**config.mk**
```make
export PLATFORM = sky130hd
export DESIGN_NAME = legv8_instr_encoder
export DESIGN_NICKNAME = d
export VERILOG_FILES = /design/src/rtl/legv8_isa_pkg.sv /design/src/rtl/legv8_field_pack.sv /design/src/rtl/legv8_instr_encoder.sv
export SDC_FILE = /design/constraint.sdc
export NUM_CORES = 1
export LEC_CHECK = 0
export CAP_MARGIN = 25
export CORE_ASPECT_RATIO = 0.7
export CORE_MARGIN = 3
export CORE_UTILIZATION = 49
export CTS_BUF_LIST = sky130_fd_sc_hd__clkbuf_4 sky130_fd_sc_hd__clkbuf_8
export DETAILED_ROUTE_END_ITERATION = 7
export HOLD_SLACK_MARGIN = 0.15
export PLACE_DENSITY = 0.89
export SYNTH_ARGS = -nofsm -noshare
export SYNTH_HDL_FRONTEND = slang
export SYNTH_HIERARCHICAL = 1
export SYNTH_SLANG_ARGS = --single-unit
```
**constraint.sdc**
```tcl
create_clock -name clk -period 1.9 [get_ports clk]
set_clock_uncertainty 0.1 [all_clocks]
set_input_delay 0.57 -clock clk [delete_from_list [all_inputs] [get_ports clk]]
set_output_delay 0.57 -clock clk [all_outputs]
set_load 0.03 [all_outputs]
```
**src/rtl/legv8_isa_pkg.sv**
```systemverilog
// LEGv8 subset ISA definitions shared by the instruction encoder and the CPU decoder.
package legv8_isa_pkg;

    typedef enum logic [3:0] {
        OP_B     = 4'd0,
        OP_BLT   = 4'd1,
        OP_CBZ   = 4'd2,
        OP_ADDS  = 4'd3,
        OP_SUBS  = 4'd4,
        OP_ADDI  = 4'd5,
        OP_LDUR  = 4'd6,
        OP_LDURB = 4'd7,
        OP_STUR  = 4'd8,
        OP_STURB = 4'd9,
        OP_MOVZ  = 4'd10,
        OP_MOVK  = 4'd11,
        OP_HALT  = 4'd12
    } op_e;

    localparam logic [5:0]  OPC_B     = 6'b000101;
    localparam logic [7:0]  OPC_BCOND = 8'b01010100;
    localparam logic [7:0]  OPC_CBZ   = 8'b10110100;
    localparam logic [10:0] OPC_ADDS  = 11'b10101011000;
    localparam logic [10:0] OPC_SUBS  = 11'b11101011000;
    localparam logic [9:0]  OPC_ADDI  = 10'b1001000100;
    localparam logic [10:0] OPC_LDUR  = 11'b11111000010;
    localparam logic [10:0] OPC_LDURB = 11'b00111000010;
    localparam logic [10:0] OPC_STUR  = 11'b11111000000;
    localparam logic [10:0] OPC_STURB = 11'b00111000000;
    localparam logic [8:0]  OPC_MOVZ  = 9'b110100101;
    localparam logic [8:0]  OPC_MOVK  = 9'b111100101;

    localparam logic [4:0]  COND_LT   = 5'b01011;
    localparam logic [31:0] HALT_WORD = 32'h14000000;

    typedef struct packed {
        op_e         op;
        logic [4:0]  rd;
        logic [4:0]  rn;
        logic [4:0]  rm;
        logic [25:0] imm;
        logic [1:0]  hw;
    } enc_req_t;

endpackage

```
**src/rtl/legv8_field_pack.sv**
```systemverilog
// Combinational packer: symbolic op + fields -> 32-bit LEGv8 word.
// ENCODER_RANGE_CHECK_EN flags immediates with bits above the op's field width.
module legv8_field_pack
    import legv8_isa_pkg::*;
(
    input  enc_req_t    req,
    output logic [31:0] word,
    output logic        range_err
);

    always_comb begin
        word = '0;
        case (req.op)
            OP_B:     word = {OPC_B, req.imm};
            OP_BLT:   word = {OPC_BCOND, req.imm[18:0], COND_LT};
            OP_CBZ:   word = {OPC_CBZ, req.imm[18:0], req.rd};
            OP_ADDS:  word = {OPC_ADDS, req.rm, 6'b0, req.rn, req.rd};
            OP_SUBS:  word = {OPC_SUBS, req.rm, 6'b0, req.rn, req.rd};
            OP_ADDI:  word = {OPC_ADDI, req.imm[11:0], req.rn, req.rd};
            OP_LDUR:  word = {OPC_LDUR, req.imm[8:0], 2'b00, req.rn, req.rd};
            OP_LDURB: word = {OPC_LDURB, req.imm[8:0], 2'b00, req.rn, req.rd};
            OP_STUR:  word = {OPC_STUR, req.imm[8:0], 2'b00, req.rn, req.rd};
            OP_STURB: word = {OPC_STURB, req.imm[8:0], 2'b00, req.rn, req.rd};
            OP_MOVZ:  word = {OPC_MOVZ, req.hw, req.imm[15:0], req.rd};
            OP_MOVK:  word = {OPC_MOVK, req.hw, req.imm[15:0], req.rd};
            OP_HALT:  word = HALT_WORD;
            default:  word = '0;
        endcase
    end

`ifdef ENCODER_RANGE_CHECK_EN
    // B uses all 26 bits, register-only ops carry no immediate.
    always_comb begin
        range_err = 1'b0;
        case (req.op)
            OP_BLT, OP_CBZ:                       range_err = |req.imm[25:19];
            OP_ADDI:                              range_err = |req.imm[25:12];
            OP_LDUR, OP_LDURB, OP_STUR, OP_STURB: range_err = |req.imm[25:9];
            OP_MOVZ, OP_MOVK:                     range_err = |req.imm[25:16];
            default:                              range_err = 1'b0;
        endcase
    end
`else
    assign range_err = 1'b0;
`endif

endmodule

```
**src/rtl/legv8_instr_encoder.sv**
```systemverilog
// Instruction-memory loader: accepts symbolic LEGv8 beats, writes encoded words sequentially.
// Optional ENCODER_RANGE_CHECK_EN rejects over-wide immediates (see legv8_field_pack).
module legv8_instr_encoder
    import legv8_isa_pkg::*;
#(
    parameter int          ADDR_W    = 10,
    parameter int unsigned BASE_ADDR = 0
) (
    input  logic              clk,
    input  logic              reset,
    input  logic              start,
    input  logic              in_valid,
    output logic              in_ready,
    input  logic [3:0]        in_op,
    input  logic [4:0]        in_rd,
    input  logic [4:0]        in_rn,
    input  logic [4:0]        in_rm,
    input  logic [25:0]       in_imm,
    input  logic [1:0]        in_hw,
    output logic              imem_we,
    output logic [ADDR_W-1:0] imem_addr,
    output logic [31:0]       imem_wdata,
    output logic [ADDR_W-2:0] count,
    output logic              done,
    output logic              err
);

    localparam int                DEPTH  = 2 ** (ADDR_W - 2);
    localparam logic [ADDR_W-1:0] BASE   = ADDR_W'(BASE_ADDR);
    localparam logic [ADDR_W-2:0] DEPTH_C = (ADDR_W - 1)'(DEPTH);
    localparam logic [ADDR_W-2:0] LAST_C  = (ADDR_W - 1)'(DEPTH - 1);

    typedef enum logic {ST_LOAD, ST_DONE} state_e;

    state_e            state_q, state_d;
    logic [ADDR_W-1:0] next_addr_q;
    enc_req_t          req;
    logic [31:0]       word;
    logic              range_err;
    logic              accept, illegal, write_ok;

    assign req = '{op: op_e'(in_op), rd: in_rd, rn: in_rn, rm: in_rm, imm: in_imm, hw: in_hw};

    legv8_field_pack u_pack (
        .req       (req),
        .word      (word),
        .range_err (range_err)
    );

    assign accept   = in_valid && in_ready;
    assign illegal  = in_op > 4'd12;
    assign write_ok = accept && !illegal && !range_err;
    assign done     = (state_q == ST_DONE);

    always_ff @(posedge clk) begin
        if (reset) state_q <= ST_LOAD;
        else       state_q <= state_d;
    end

    // HALT and the last free slot both close the image on the cycle they are accepted.
    always_comb begin
        state_d  = state_q;
        in_ready = 1'b0;
        case (state_q)
            ST_LOAD: begin
                in_ready = (count < DEPTH_C);
                if (write_ok && (in_op == OP_HALT || count == LAST_C))
                    state_d = ST_DONE;
            end
            ST_DONE: begin
                if (start) state_d = ST_LOAD;
            end
            default: state_d = ST_LOAD;
        endcase
    end

    always_ff @(posedge clk) begin
        if (reset) begin
            next_addr_q <= BASE;
            imem_we     <= 1'b0;
            imem_addr   <= '0;
            imem_wdata  <= '0;
            count       <= '0;
            err         <= 1'b0;
        end else begin
            imem_we <= write_ok;
            if (write_ok) begin
                imem_addr   <= next_addr_q;
                imem_wdata  <= word;
                next_addr_q <= next_addr_q + ADDR_W'(4);
                count       <= count + 1'b1;
            end
            if (accept && (illegal || range_err))
                err <= 1'b1;
            if (state_q == ST_DONE && start) begin
                next_addr_q <= BASE;
                count       <= '0;
                err         <= 1'b0;
            end
        end
    end

endmodule

```
==> metrics <==
status=finished, violations left; failing checks=setup timing; gr ovfl total=0; Clock Sink Count=60; Final Non-Filler Cells=739; Routability Congestion=about 0.90; Crit-path slowest cell=or3_1; Tcrit/Tclk final=105%; Post-Synthesis Mean Instance Area=approximately 7.5 sq um; largest net degree at the start of global routing=32; Detailed Route Iter0 Violations=710; final worst slack=-0.101 ns; TritonCTS clock tree=built; all-layer global routing usage=between 30% and 40%; DR WL/cell=roughly 19 microns; #FFs+latches synth=60; Adder-Cell Fraction of Synth Area=1.05%; P per Cell Area=648 nW/um^2; die area=8340 sq um; required time of the critical path=2.07 ns; global-route wire length before repair=21.0 mm; CTS buffer count=9; worst vdd ir=0.000587 V; Worst Hold Class=flip-flop to flip-flop; Clock Latency Late Sink=0.35 ns; XOR/XNOR Fraction of Synth Area=2.74%; antenna violations before repair=0; Pwr Total=3.57 mW; share of post-route cells with drive strength above 1=between 20% and 30%; Tmin final=2.00 ns; slowest stage delay, CP=between 0.3 and 0.4 ns; synth warn=6; CP cell instances=buf_6 -> nor4b_4 -> buf_4 -> nand4_1 -> or3_1 -> a21oi_1; RSZ-0062 raised after global routing=yes; synthesized cell area=3560 sq um; Compound-Gate Fraction of Synth Area=29.2%; Initial Util=slightly above 50%; critical path data arrival time=2.17 ns; CTS Buffer Depth=2; die width=108 microns; area grow syn2layout=54.9%; most frequent cells in the layout=110 x nand2_1, 82 x buf_4, 64 x a21oi_1, 58 x dfxtp_1, 55 x dlygate4sd2_1; largest family of logic cells by synthesized area=compound AO/OA/AOI/OAI gates; FF/Latch Area=1210 sq um; top-level I/O count=approximately 110; CTS root buf=clkbuf_8; post-synthesis sequential area ratio=33.8%; worst path buffer plus inverter count=2; fillers=between 400 and 500; Leak=2.34 nW; iteration count of the initial detailed-routing pass=6; Mapped Cells=473; cts hold-fix bufs=0; max-cap viol count=0; Yosys top cell area share=around 34%; critical path type=flip-flop to flip-flop; Synth cell types=between 50 and 60; number of flops mapped to enable cells by yosys=0; Layout Nets=between 600 and 700; area of the multi-input gates=2230 sq um; drt drc=0; post-synthesis mux area share=less than 1%; area leader, netlist=dfxtp_1; Critical Path Fanout Max=4; asr flop ratio synth=0%; # rows=25; DP Wirelength=9.08 mm; Pins Over Slew Limit=0; vias in the first global route=4247; via count=4571; post-DR vias/cell=approximately 6.2; final hold violations=0; DRT antenna net count=0; Startpoint Class=flip-flop; CP Capture Type=flip-flop; placed insts=710; clock transition at the registers of the reported paths=0.08 ns; Routed Wire Length=14.3 mm; Ant. Diodes=0; largest cells by area after synthesis=dfxtp_1 34%, nand2_1 12%, a21oi_1 9.6%; kind of cell adding the most delay to the critical path=simple AND/OR/NAND/NOR gates; Core Area=6880 sq um; Die H=77.3 microns; simple-gate share of the synthesized area=25.3%; H-tree depth=3; Setup violations, final=5; most common cell after layout, fill and taps aside=nand2_1; Achievable Freq=500 MHz; prevailing post-synth register cell=dfxtp_1; I/O Buffers=103
-- layout make-up --
cell class	count	area share, %
Multi-Input combinational cell	372	40.4
Clock buffer	10	2.50
Timing Repair Buffer	194	31.2
Inverter	3	0.204
Sequential cell	60	21.9
Clock inverter	6	1.70
Tap cell	94	2.13
-- logic make-up after synthesis --
kind of cell | Yosys count
buf+inv | 42
other cells | 2
compound gates | 160
xor+xnor | 9
fa+ha+maj | 3
simple gates | 194
flops | 60
mux | 3
-- registers in the layout (all words and copies together) (netlist names) --
signal,count
done,1
err,1
imem_addr,8
imem_wdata,32
next_addr_q,8
imem_we,1
count,9
-- power breakdown --
group	switching, mW	internal [mW]	total, mW
Clock	0.592	0.786	1.38
Sequential	0.0251	1.29	1.32
Combinational	0.471	0.404	0.875
-- path summary, 6_finish.rpt --
check / endpoint / cells after the start / from / slack, ns
setup / recovery: next_addr_q[8] / 6 / done / -0.10
hold reg to reg: imem_addr[3] / 2 / imem_addr[3] / 0.35
hold / removal: imem_addr[3] / 2 / imem_addr[3] / 0.35
setup reg to reg: next_addr_q[8] / 6 / done / -0.10
-- cell usage after synthesis (all sizes together) (3+ instances only) --
| master | count |
|---|---|
| a21oi | 68 |
| nor2 | 38 |
| nand2b | 3 |
| buf | 30 |
| inv | 3 |
| dfxtp | 60 |
| o221ai | 4 |
| a31o | 3 |
| nand4 | 3 |
| a22o | 9 |
| nand3 | 4 |
| a221o | 5 |
| nor3b | 4 |
| o21ai | 14 |
| a32oi | 4 |
| a31oi | 3 |
| or2 | 3 |
| nor4 | 3 |
| xnor2 | 8 |
| o22a | 4 |
| or3 | 3 |
| a22oi | 22 |
| and3b | 3 |
| nor2b | 7 |
| ha | 3 |
| o211ai | 6 |
| o22ai | 4 |
| clkbuf | 9 |
| a21o | 3 |
| nand2 | 111 |
-- metrics by stage --
stage | cell area (sq um) | util (%) | TNS [ns] | hold WS [ns] | worst slack, ns
3_3_place_gp | 5070 | 73.7 | -27.92 | 0.342 | -0.558
6_report | 5510 | 80.1 | -0.185 | 0.355 | -0.101
4_1_cts | 5380 | 78.2 | -0.0559 | 0.356 | -0.0559
3_5_place_dp | 5070 | 73.7 | -29.56 | 0.348 | -0.580
2_1_floorplan | 3560 | - | 0 | 0.337 | 0.120
5_1_grt | 5510 | 80.1 | -0.617 | 0.374 | -0.189
-- routing by layer --
metal / track usage, % / share of wire [%]
met1: 41.0 / 38
met2: 49.5 / 45
met3: 8.24 / 12
met4: 12.2 / 5.4
met5: 0 / 0
-- tightest hold or removal path, delay by kind of cell (launching register included) --
kind	cells	cell delay, ns
flip-flops	1	0.31
AND/OR/NAND/NOR	1	0.05
AO/OA/AOI/OAI	1	0.05
-- repair_timing --
item | CTS | global route
endpoints found under the setup margin | 110 | 18
gates resized for setup | 78 | 23
setup buffers | 4 | 6
pin swaps | 6 | 7
cloned | 2 | 1
(Power assumes the default switching activity.)
